**config.mk**
```make
export PLATFORM = sky130hd
export DESIGN_NAME = jpeg_fifo_byte_drain_flat
export DESIGN_NICKNAME = d
export VERILOG_FILES = /design/src/rtl/jpeg_fifo_byte_drain_if.sv /design/src/rtl/jpeg_fifo_byte_drain.sv /design/src/flat_wrapper.sv
export SDC_FILE = /design/constraint.sdc
export NUM_CORES = 1
export LEC_CHECK = 0
export CORE_MARGIN = 3
export CORE_UTILIZATION = 50
export DETAILED_ROUTE_END_ITERATION = 6
export PLACE_DENSITY = 0.87
export SLEW_MARGIN = 20
export SYNTH_ARGS = -nofsm -noshare
export SYNTH_HDL_FRONTEND = slang
export SYNTH_SLANG_ARGS = --single-unit
export TNS_END_PERCENT = 5
```
**constraint.sdc**
```tcl
create_clock -name clk -period 4.6 [get_ports clk]
set_clock_uncertainty 0.2 [all_clocks]
set_input_delay 0.92 -clock clk [delete_from_list [all_inputs] [get_ports clk]]
set_output_delay 0.92 -clock clk [all_outputs]
set_load 0.02 [all_outputs]
```
**src/rtl/jpeg_fifo_byte_drain_if.sv**
```systemverilog
// Bundle of the FIFO read side and the outgoing byte stream of jpeg_fifo_byte_drain.
// slave is the drain's view; master is the view of whatever drives it (FIFO and host side).
interface jpeg_fifo_byte_drain_if #(
  parameter int unsigned CNT_W = 24
) ();
  logic             fifo_empty;
  logic [31:0]      read_data;
  logic             rdata_valid;
  logic             read_req;
  logic             eoi_in;
  logic [7:0]       byte_out;
  logic             byte_valid;
  logic             byte_ready;
  logic             done;
  logic [CNT_W-1:0] byte_cnt;
  logic [CNT_W-1:0] stuff_cnt;

  modport slave (
    input  fifo_empty, read_data, rdata_valid, eoi_in, byte_ready,
    output read_req, byte_out, byte_valid, done, byte_cnt, stuff_cnt
  );

  modport master (
    output fifo_empty, read_data, rdata_valid, eoi_in, byte_ready,
    input  read_req, byte_out, byte_valid, done, byte_cnt, stuff_cnt
  );
endinterface

```
**src/rtl/jpeg_fifo_byte_drain.sv**
```systemverilog
// jpeg_fifo_byte_drain: pops 32-bit words from the encoder output FIFO, emits them
// MSB-first as a valid/ready byte stream with JPEG 0xFF->0xFF,0x00 stuffing, and
// pulses done once the image is fully drained after eoi_in.
// Optional: define JPEG_DRAIN_EOI_MARKER_EN to append an unstuffed FF,D9 EOI marker
// before done.
module jpeg_fifo_byte_drain #(
  parameter int unsigned CNT_W = 24
) (
  input logic                    clk,
  input logic                    rst,
  jpeg_fifo_byte_drain_if.slave  bus
);

  localparam logic [2:0] S_IDLE   = 3'd0;
  localparam logic [2:0] S_WAIT   = 3'd1;
  localparam logic [2:0] S_SEND   = 3'd2;
  localparam logic [2:0] S_STUFF  = 3'd3;
`ifdef JPEG_DRAIN_EOI_MARKER_EN
  localparam logic [2:0] S_EOI_FF = 3'd4;
  localparam logic [2:0] S_EOI_D9 = 3'd5;
`endif
  localparam logic [2:0] S_DONE   = 3'd6;

  logic [2:0]       state_q, state_d;
  logic [31:0]      word_q, word_d;
  logic [1:0]       idx_q, idx_d;
  logic [7:0]       byte_out_q, byte_out_d;
  logic             byte_valid_q, byte_valid_d;
  logic             done_q, done_d;
  logic             eoi_pending_q, eoi_pending_d;
  logic [CNT_W-1:0] byte_cnt_q, byte_cnt_d;
  logic [CNT_W-1:0] stuff_cnt_q, stuff_cnt_d;
  logic             xfer;

  // A byte moves when the registered valid meets downstream ready
  assign xfer = byte_valid_q & bus.byte_ready;

  // One pop per word, only from IDLE; held low throughout reset
  assign bus.read_req = ~rst & (state_q == S_IDLE) & ~bus.fifo_empty;

  assign bus.byte_out   = byte_out_q;
  assign bus.byte_valid = byte_valid_q;
  assign bus.done       = done_q;
  assign bus.byte_cnt   = byte_cnt_q;
  assign bus.stuff_cnt  = stuff_cnt_q;

  // Next-state, datapath and next-output decode
  always_comb begin
    state_d       = state_q;
    word_d        = word_q;
    idx_d         = idx_q;
    byte_cnt_d    = byte_cnt_q;
    stuff_cnt_d   = stuff_cnt_q;
    eoi_pending_d = eoi_pending_q | bus.eoi_in;
    byte_valid_d  = 1'b0;
    byte_out_d    = byte_out_q;
    done_d        = 1'b0;

    if (xfer) byte_cnt_d = byte_cnt_q + CNT_W'(1);

    case (state_q)
      S_IDLE: begin
        if (!bus.fifo_empty) begin
          state_d = S_WAIT;
        end else if (eoi_pending_q) begin
`ifdef JPEG_DRAIN_EOI_MARKER_EN
          state_d = S_EOI_FF;
`else
          state_d = S_DONE;
`endif
        end
      end
      S_WAIT: begin
        if (bus.rdata_valid) begin
          word_d  = bus.read_data;
          idx_d   = 2'd0;
          state_d = S_SEND;
        end
      end
      S_SEND: begin
        // byte_out_q holds the data byte currently offered
        if (xfer) begin
          if (byte_out_q == 8'hFF) state_d = S_STUFF;
          else if (idx_q == 2'd3)  state_d = S_IDLE;
          else                     idx_d   = idx_q + 2'd1;
        end
      end
      S_STUFF: begin
        if (xfer) begin
          stuff_cnt_d = stuff_cnt_q + CNT_W'(1);
          if (idx_q == 2'd3) begin
            state_d = S_IDLE;
          end else begin
            idx_d   = idx_q + 2'd1;
            state_d = S_SEND;
          end
        end
      end
`ifdef JPEG_DRAIN_EOI_MARKER_EN
      S_EOI_FF: if (xfer) state_d = S_EOI_D9;
      S_EOI_D9: if (xfer) state_d = S_DONE;
`endif
      S_DONE:  state_d = S_IDLE;
      default: state_d = S_IDLE;
    endcase

    // Completion consumes the pending EOI; a coincident eoi_in is absorbed
    if ((state_d == S_DONE) && (state_q != S_DONE)) eoi_pending_d = 1'b0;

    // Outputs are registered from the state being entered so valid lines up with it
    case (state_d)
      S_SEND: begin
        byte_valid_d = 1'b1;
        case (idx_d)
          2'd0:    byte_out_d = word_d[31:24];
          2'd1:    byte_out_d = word_d[23:16];
          2'd2:    byte_out_d = word_d[15:8];
          default: byte_out_d = word_d[7:0];
        endcase
      end
      S_STUFF: begin
        byte_valid_d = 1'b1;
        byte_out_d   = 8'h00;
      end
`ifdef JPEG_DRAIN_EOI_MARKER_EN
      S_EOI_FF: begin
        byte_valid_d = 1'b1;
        byte_out_d   = 8'hFF;
      end
      S_EOI_D9: begin
        byte_valid_d = 1'b1;
        byte_out_d   = 8'hD9;
      end
`endif
      S_DONE:  done_d = 1'b1;
      default: ;
    endcase
  end

  // State and output registers
  always_ff @(posedge clk or posedge rst) begin
    if (rst) begin
      state_q       <= S_IDLE;
      word_q        <= '0;
      idx_q         <= 2'd0;
      byte_out_q    <= 8'h00;
      byte_valid_q  <= 1'b0;
      done_q        <= 1'b0;
      eoi_pending_q <= 1'b0;
      byte_cnt_q    <= '0;
      stuff_cnt_q   <= '0;
    end else begin
      state_q       <= state_d;
      word_q        <= word_d;
      idx_q         <= idx_d;
      byte_out_q    <= byte_out_d;
      byte_valid_q  <= byte_valid_d;
      done_q        <= done_d;
      eoi_pending_q <= eoi_pending_d;
      byte_cnt_q    <= byte_cnt_d;
      stuff_cnt_q   <= stuff_cnt_d;
    end
  end

endmodule

```
**src/flat_wrapper.sv**
```systemverilog
// flat-port wrapper written by rule: the top's interface ports become plain ports
module jpeg_fifo_byte_drain_flat 
#(
  parameter int unsigned CNT_W = 24
)
  (clk, rst, bus_fifo_empty, bus_read_data, bus_rdata_valid, bus_eoi_in, bus_byte_ready, bus_read_req, bus_byte_out, bus_byte_valid, bus_done, bus_byte_cnt, bus_stuff_cnt);
  jpeg_fifo_byte_drain_if #(.CNT_W(CNT_W)) bus_i ();
  input logic clk;
  input logic rst;
  input wire logic [$bits(bus_i.fifo_empty)-1:0] bus_fifo_empty;
  input wire logic [$bits(bus_i.read_data)-1:0] bus_read_data;
  input wire logic [$bits(bus_i.rdata_valid)-1:0] bus_rdata_valid;
  input wire logic [$bits(bus_i.eoi_in)-1:0] bus_eoi_in;
  input wire logic [$bits(bus_i.byte_ready)-1:0] bus_byte_ready;
  output wire logic [$bits(bus_i.read_req)-1:0] bus_read_req;
  output wire logic [$bits(bus_i.byte_out)-1:0] bus_byte_out;
  output wire logic [$bits(bus_i.byte_valid)-1:0] bus_byte_valid;
  output wire logic [$bits(bus_i.done)-1:0] bus_done;
  output wire logic [$bits(bus_i.byte_cnt)-1:0] bus_byte_cnt;
  output wire logic [$bits(bus_i.stuff_cnt)-1:0] bus_stuff_cnt;
  assign bus_i.fifo_empty = bus_fifo_empty;
  assign bus_i.read_data = bus_read_data;
  assign bus_i.rdata_valid = bus_rdata_valid;
  assign bus_i.eoi_in = bus_eoi_in;
  assign bus_i.byte_ready = bus_byte_ready;
  assign bus_read_req = bus_i.read_req;
  assign bus_byte_out = bus_i.byte_out;
  assign bus_byte_valid = bus_i.byte_valid;
  assign bus_done = bus_i.done;
  assign bus_byte_cnt = bus_i.byte_cnt;
  assign bus_stuff_cnt = bus_i.stuff_cnt;
  jpeg_fifo_byte_drain #(.CNT_W(CNT_W)) u_core (.clk(clk), .rst(rst), .bus(bus_i));
endmodule
```
## Word level (Yosys, flattened, before mapping)

Index checks and enable logic that the tools add are counted.

- Muxes and demuxes: 22
- Reductions and logical operators: 6
- Bitwise gates (word level): 6
- Eq/ne operators: 11
- $add $sub $neg: 3

Operator list:

| cell | count |
|---|---|
| $mux W32 | 2 |
| $add A24 B1 Y24 const B | 2 |
| $pmux W8 S3 | 1 |
| $mux W3 | 7 |
| $pmux W8 S2 | 1 |
| $eq A3 B2 Y1 const B | 4 |
| $mux W2 | 6 |
| $pmux W3 S4 | 1 |
| $eq A8 B8 Y1 const B | 1 |
| $pmux W2 S3 | 1 |
| $eq A2 B2 Y1 const B | 2 |
| $and A1 B1 Y1 | 3 |
| $eq A3 B1 Y1 const B | 1 |
| $eq A3 B3 Y1 const B | 1 |
| $logic_not A3 Y1 | 1 |
| $mux W1 | 3 |
| $ne A3 B3 Y1 const B | 1 |
| $add A2 B1 Y2 const B | 1 |
| $eq A2 B1 Y1 const B | 1 |
| $logic_not A2 Y1 | 1 |
| $not A1 Y1 | 2 |
| $reduce_and A2 Y1 | 1 |
| $reduce_bool A2 Y1 | 1 |
| $reduce_or A2 Y1 | 1 |
| 2 further kinds | 2 |

- Logic and storage cells: 57
- Flip-flop bits (word level): 96
- Input bits: 38
- Output and inout bits: 59

## Longest topological paths before layout

Gate-level depths: netlist of run 1.

- Word-level depth: 8
- Mapped depth: 9
- Gate-level depth less buffers: 7

## Least setup slack after synthesis of run 1

Ideal clock, no wire load.

- Path type: input port to output port
- From: in rst
- To: out bus_read_req
- Slack: 0.120 ns
- Data required time: 3.480 ns
- Stages: 2
- Arrival: 3.360 ns
- Path buffers: 0
- Cell sequence: inv_1 and2_1

- Longest elaborated chain between the ends: 3

Ends and longest elaborated chain:

| item | line | text |
|---|---|---|
| start: declaration | flat_wrapper.sv:9 | `input logic rst;` |
| $not A1 Y1 | jpeg_fifo_byte_drain.sv:39 | `assign bus.read_req = ~rst & (state_q == S_IDLE) & ~bus.fifo_empty;` |
| $and A1 B1 Y1 (2 in a row) | jpeg_fifo_byte_drain.sv:39 |  |
| end: declaration | flat_wrapper.sv:15 | `output wire logic [$bits(bus_i.read_req)-1:0] bus_read_req;` |

No other way between the ends.

## Worst setup path after layout of run 1

- From: in bus_fifo_empty
- To: out bus_read_req

- Longest elaborated chain between the ends: 2

Ends and longest elaborated chain:

| item | line | text |
|---|---|---|
| start: declaration | flat_wrapper.sv:10 | `input wire logic [$bits(bus_i.fifo_empty)-1:0] bus_fifo_empty;` |
| $not A1 Y1 | jpeg_fifo_byte_drain.sv:39 |  |
| $and A1 B1 Y1 | jpeg_fifo_byte_drain.sv:39 |  |

No other way between the ends.

==> results by group, run 1 <==
Outcome
  • Run status: completed

Setup path
  • R2R Setup Slk: 1.73 ns
  • Worst R2R Path Depth: 5
  • Most used cell, CP: clkdlybuf4s50_1
  • CP max stage delay: 0.60 ns
  • Slowest CP cell: clkdlybuf4s50_1
  • R2R Path End: u_core.bus.byte_out[2]
  • Worst path arrival time: 2.37 ns
  • Startpoint types: input port
  • Crit end category: output pin
  • Crit Path Max Fanout: 2
  • Reg2reg start: u_core.state_q[1]
  • Req. time, crit path: 3.48 ns
  • Setup Crit Path Kind: in2out
  • Worst Setup EP: bus_read_req
  • Setup crit start: bus_fifo_empty
  • CP cell instances: clkdlybuf4s50_1 -> nor4_1 -> and2_1 -> clkdlybuf4s50_1

Timing
  • Max-slew violations: 0
  • RSZ-0062 raised after global routing: no
  • Fin crit share: between 70% and 80%
  • Worst-Margin Slew: 0.846 ns
  • Total negative setup slack: 0 ns
  • Final worst slack: 1.11 ns
  • Setup-failing EPs final: 0
  • Final critical-path required period: 3.49 ns
  • Slew HR: 43.6%
  • Fmax: 0.286 GHz
  • Hold Vio Cnt, Final: 0

Synth
  • Cell Area, Synth: 4330 sq um
  • Number of distinct library cells after synthesis: 42
  • Flops & latches, synth: 96
  • Post-synthesis sequential area ratio: a little under three fifths
  • Synth warn: 0
  • Cells after synthesis: 429
  • Syn nets: 469
  • Syn Area/Cell: around 10 sq um

CTS
  • H-tree levels: 3
  • CTS hold repair buffers: 0
  • Post-cts gate resize count: 0
  • Root Buffer: clkbuf_8
  • Clk buf depth: 2
  • Post-CTS Repair Setup Buffers: 0
  • CTS Buf Count: 9
  • Clock latency on the worst-skew pair: 0.36 ns
  • CTS tree: built
  • Clock Sinks: 96
  • CTS clk-pin slew, worst paths: 0.09 ns

Drt
  • Antenna viol nets, final: 0
  • DRC viols: 0
  • Routed length per instance: between 15 and 20 um
  • Routed vias/inst: 5.40
  • Drt first pass iters: 4
  • Drt total wl: 9700 um
  • Initial DRC Count: 148
  • Routed vias: around 3.4k

Global routing
  • Initial antenna violation count: 0
  • Total track usage: between 20% and 30%
  • Vias in the first global route: 3,492
  • Global-route wire length before repair: roughly 16,000 um
  • Pin count of the biggest net entering global routing: 68
  • GRT overflow: 0

Placement
  • IO Port Bufs: 96
  • GPL Wtd Cong: about 0.84
  • Placed wire-length estimate: 7250 um
  • Area post-placement: approximately 5400 sq um
  • Dpl ws: 0.870 ns

Layout
  • Antenna Cells: 0
  • # nets final: 567
  • Most common cell after layout, fill and taps aside: nand2_1
  • Area growth, synth to finish: 28.9%
  • Final Core Density: 67.3%
  • Share of layout cells above drive strength 1: between 6 and 7%
  • Design Area, Final: approximately 5600 sq um
  • Most frequent cells in the layout: 114 x nand2_1, 96 x clkdlybuf4s50_1, 96 x dfrtp_1

Die
  • Core area: around 8300 sq um
  • Std-Cell Rows: 33
  • Die ar.: 9820 sq um
  • # IOs: 97
  • Starting density of the core: 52.2%
  • Die Y: 99.1 um
  • Chip width: 99.1 um

Pwr
  • Max IR drop VDD: 0.324 mV
  • Leakage: around 0.0026 uW
  • Power per cell area: about 520 nW/um^2

Worst hold path
  • Worst Hold Class: reg2reg

Job
  • Max_cap viols: 0
-- how the worst min path moves through the flow --
stage                                  startpoint                      end  slack, ns  depth (start not counted)
after global routing            u_core.word_q[11]        u_core.word_q[11]       0.31                          2
final                     u_core.bus.byte_cnt[23]  u_core.bus.byte_cnt[23]       0.28                          1
after CTS                       u_core.word_q[29]        u_core.word_q[29]       0.28                          2
after detailed placement         u_core.word_q[0]         u_core.word_q[0]       0.26                          2
after floorplan                  u_core.word_q[8]         u_core.word_q[8]       0.23                          2
after global placement          u_core.word_q[21]        u_core.word_q[21]       0.25                          2
-- state kept, by name (all words and copies together), names as in the netlist --
name / cells
u_core.state_q: 3
u_core.bus.byte_cnt: 24
u_core.eoi_pending_q: 1
u_core.bus.byte_valid: 1
u_core.bus.stuff_cnt: 24
u_core.word_q: 32
u_core.idx_q: 2
u_core.bus.byte_out: 8
u_core.bus.done: 1
-- area by class of cell --
type                       count  area [sq um]
inverter                      11          42.5
multi-input combinational    308          1830
sequential                    96          2400
clock inverter                 5          58.8
clock buffer                   9           124
fill                         646          2710
timing repair buffer         101           998
tap                          105           131
-- cells in the mapped netlist (all sizes together) --
library cell	instances	area share, %
dfrtp	96	55
o21ai	5	0.58
ha	2	0.58
buf	9	1.3
nor3	3	0.72
nand4	10	1.4
a32oi	1	0.64
and4b	4	0.98
a211oi	1	0.29
nor4bb	1	0.23
nand4bb	1	0.26
a31oi	4	0.58
a221o	1	0.23
a41o	1	0.23
nor2	32	2.8
mux2	6	1.6
mux2i	10	2.3
nor4	4	0.58
xor2	16	3.2
nand3	32	4.0
and3	10	1.4
inv	11	0.95
a32o	4	0.92
or2b	1	0.17
xnor2	30	6.1
nor2b	2	0.29
a21oi	4	0.46
and2	6	0.87
or3	1	0.14
clkbuf	5	0.43
and4	2	0.40
nand2	114	9.9
-- logic make-up (layout without fill, tap and decap cells) --
kind of cell | after synthesis | count (layout) | synth area share, %
buffers and inverters | 25 | 126 | 2.68
multiplexers | 16 | 16 | 3.87
flip-flops | 96 | 96 | 55.4
XOR/XNOR | 46 | 46 | 9.30
AND/OR/NAND/NOR | 223 | 223 | 24.2
adder cells (fa/ha/maj) | 2 | 2 | 0.577
AO/OA/AOI/OAI | 21 | 21 | 3.93
-- per-stage QoR --
step / std cells / power (uW) / hold WS, ns
final: 635 / 2880 / 0.277
after global routing: 635 / 3060 / 0.308
after CTS: 635 / 2890 / 0.279
after detailed placement: 621 / 2350 / 0.258
after global placement: 621 / 2290 / 0.254
after floorplan: 429 / 1980 / 0.234
-- worst max-delay path, delay by kind of cell --
| kind | cells | cell delay [ns] |
|---|---|---|
| buffers and inverters | 2 | 1.02 |
| AND/OR/NAND/NOR | 2 | 0.43 |
-- layer usage --
layer | global-route usage [%] | share of wire [%] | up-vias
met3 | 3.37 | 6.0 | 13
met2 | 34.9 | 50 | 113
met1 | 26.6 | 43 | 1669
met4 | 7.88 | 1.8 | 0
li1 | - | - | 1635
met5 | 0 | 0 | -
-- power by group --
group          switching (uW)  leakage (uW)  internal (uW)
Combinational             605       0.00129            495
Clock                     286     0.0000876            246
Sequential                175       0.00124           1070
Total                    1070       0.00262           1810
No activity file was read; power rests on OpenSTA's default activity.
==> run 2, diff against run 1 <==
clock period = 3.5 ns   (was 4.6 ns; I/O delays follow)
==> results by group, run 2 (same netlist as run 1, synthesis figures left out) <==
Outcome
  • Run status: completed

Global routing
  • GRT overflow: 0 (unchanged)
  • Initial antenna violation count: 0 (unchanged)
  • Vias in the first global route: 3,487 (-0.14%)
  • Pin count of the biggest net entering global routing: 88 (+29%)
  • Global-route wire length before repair: 16,200 um (-0.42%)
  • Total track usage: 20.4% (-0.20 points)

Pwr
  • Max IR drop VDD: 0.442 mV (+36%)
  • Sw power: 1410 uW (+32%)
  • Leakage: 0.00262 uW (+0.16%)
  • Int Pwr: 2320 uW (+28%)
  • Sw frac: 37.8% (+0.77 points)
  • Clk pwr share: 16.8% (-1.7 points)
  • Sequential share of power: 43.7% (+0.4 points)
  • Power per cell area: 667 nW/um^2 (+30%)
  • Logic pwr share: 39.5% (+1.3 points)

Layout
  • Final Core Density: 67.5% (+0.14 points)
  • Most common cell after layout, fill and taps aside: nand2_1
  • Largest Register: u_core.word_q
  • # nets final: 570 (+0.53%)
  • Area growth, synth to finish: 29.2%
  • Share of layout cells above drive strength 1: 7.10% (+0.50 points)
  • Max reg flops: 32 (unchanged)
  • Antenna Cells: 0 (unchanged)
  • Most frequent cells in the layout: 114 x nand2_1, 96 x clkdlybuf4s50_1, 96 x dfrtp_1

Setup path
  • Crit end category: output pin
  • Reg2reg start: u_core.state_q[0]
  • Most used cell, CP: clkdlybuf4s50_1
  • Req. time, crit path: 2.60 ns (-0.88 ns)
  • Worst path arrival time: 2.17 ns (-0.20 ns)
  • Worst R2R Path Depth: 7 (+2)
  • CP max stage delay: 0.61 ns (about the same)
  • Setup Crit Path Kind: in2out
  • R2R Setup Slk: 0.92 ns (-0.81 ns)
  • Startpoint types: input port
  • Slowest CP cell: clkdlybuf4s50_1
  • Buffers plus inverters on the worst setup path: 2 (unchanged)
  • R2R Path End: u_core.bus.byte_out[5]
  • CP cell instances: clkdlybuf4s50_1 -> nor4_1 -> and2_1 -> clkdlybuf4s50_1
  • Crit Path Max Fanout: 2 (unchanged)
  • CP delay by family, top: buffers and inverters

Drt
  • Routed vias/inst: 5.39 (-0.23%)
  • Drt total wl: 9830 um (+1.3%)
  • Routed vias: 3,449 (+0.55%)
  • Drt first pass iters: 4 (unchanged)
  • DRC viols: 0 (unchanged)
  • Antenna viol nets, final: 0 (unchanged)
  • Initial DRC Count: 148 (unchanged)
  • Routed length per instance: 15.4 um (+0.55%)

Timing
  • Worst-Margin Slew: 0.782 ns (-0.0647 ns)
  • Final critical-path required period: 3.07 ns
  • Hold Vio Cnt, Final: 0 (unchanged)
  • Fmax: 0.326 GHz
  • Fin crit share: 87.7%
  • RSZ-0062 raised after global routing: no
  • Total negative setup slack: 0 ns (unchanged)
  • Setup-failing EPs final: 0 (unchanged)
  • Max-slew violations: 0 (unchanged)
  • Slew HR: 47.9% (+4.3 points)

Die
  • Core area: 8300 sq um (unchanged)
  • Std-Cell Rows: 33 (unchanged)
  • # IOs: 97 (unchanged)
  • Starting density of the core: 52.2% (unchanged)
  • Die Y: 99.1 um (unchanged)
  • Chip width: 99.1 um (unchanged)
  • Die ar.: 9820 sq um (unchanged)

CTS
  • Clock Sinks: 96 (unchanged)
  • CTS hold repair buffers: 0 (unchanged)
  • H-tree levels: 3 (unchanged)
  • CTS tree: built
  • Clock latency on the worst-skew pair: 0.35 ns (about the same)
  • Post-CTS Repair Setup Buffers: 0 (unchanged)
  • CTS Buf Count: 9 (unchanged)
  • Root Buffer: clkbuf_8
  • CTS clk-pin slew, worst paths: 0.09 ns (about the same)
  • Post-cts gate resize count: 0 (unchanged)
  • Clk buf depth: 2 (unchanged)

Worst hold path
  • Hold Path Origin: u_core.word_q[21]
  • Worst Hold Class: reg2reg
  • Worst Hold Depth: 2 (+1)
  • Hold worst-path end: u_core.word_q[21]

Placement
  • GPL Wtd Cong: 0.849 (+1.0%)
  • Placed wire-length estimate: 7350 um (+1.3%)
  • IO Port Bufs: 96 (unchanged)

Job
  • Max_cap viols: 0 (unchanged)
run 2: changes by cell type in the layout (fill, tap and decap cells not counted), sizes merged:
| cell | previous run | this run |
|---|---|---|
| clkinvlp | 2 | 3 |
| buf | 5 | 8 |
| bufinv | 1 | 0 |
| inv | 11 | 10 |
| clkinv | 2 | 3 |
| clkbuf | 9 | 11 |
run 2: cell type report:
type                       count  area (sq um)
sequential                    96          2400
clock buffer                  11           131
clock inverter                 5          33.8
timing repair buffer         104          1020
fill                         613          2700
multi-input combinational    308          1830
inverter                      11          45.0
tap                          105           131
run 2: worst register-to-register path, cell delays in order, from the launching register on:
cell and delay [ns]:
dfrtp_1 0.47, and4b_2 0.37, nand3_4 0.12, a32oi_4 0.50
inv_2 0.18, nor2_2 0.26, nand3_1 0.11, a32o_1 0.26
run 2: per-stage QoR:
step	area, sq um	total power, uW	instances	setup WS, ns	hold slack, ns
floorplan	4340	2600	429	0.0566	0.234
global placement	5430	3030	624	0.491	0.257
detailed placement	5430	3120	624	0.419	0.256
CTS	5600	3750	640	0.420	0.278
global route	5600	3970	640	0.357	0.302
finish	5600	3730	640	0.429	0.279
run 2: worst max-delay path by stage:
stage | to | depth (start not counted) | from | slack [ns]
after floorplan | bus_read_req | 2 | rst | 0.06
after global placement | bus_read_req | 4 | bus_fifo_empty | 0.49
after detailed placement | bus_read_req | 4 | bus_fifo_empty | 0.42
after CTS | bus_read_req | 4 | bus_fifo_empty | 0.42
after global routing | bus_read_req | 4 | bus_fifo_empty | 0.36
final | bus_read_req | 4 | bus_fifo_empty | 0.43
run 2: power groups by stage:
stage | combinational (uW) | sequential [uW] | clock, uW
6_report | 1480 | 1630 | 626
5_1_grt | 1610 | 1670 | 683
4_1_cts | 1480 | 1630 | 636
3_5_place_dp | 1470 | 1650 | 0
3_3_place_gp | 1400 | 1630 | 0
2_1_floorplan | 912 | 1690 | 0
run 2: routing by layer:
layer | track usage (%) | routed length, um | vias up
met5 | 0 | 0 | -
met4 | 7.56 | 167 | 0
met3 | 3.72 | 546 | 16
met2 | 34.1 | 4860 | 122
met1 | 26.6 | 4260 | 1676
li1 | - | - | 1635
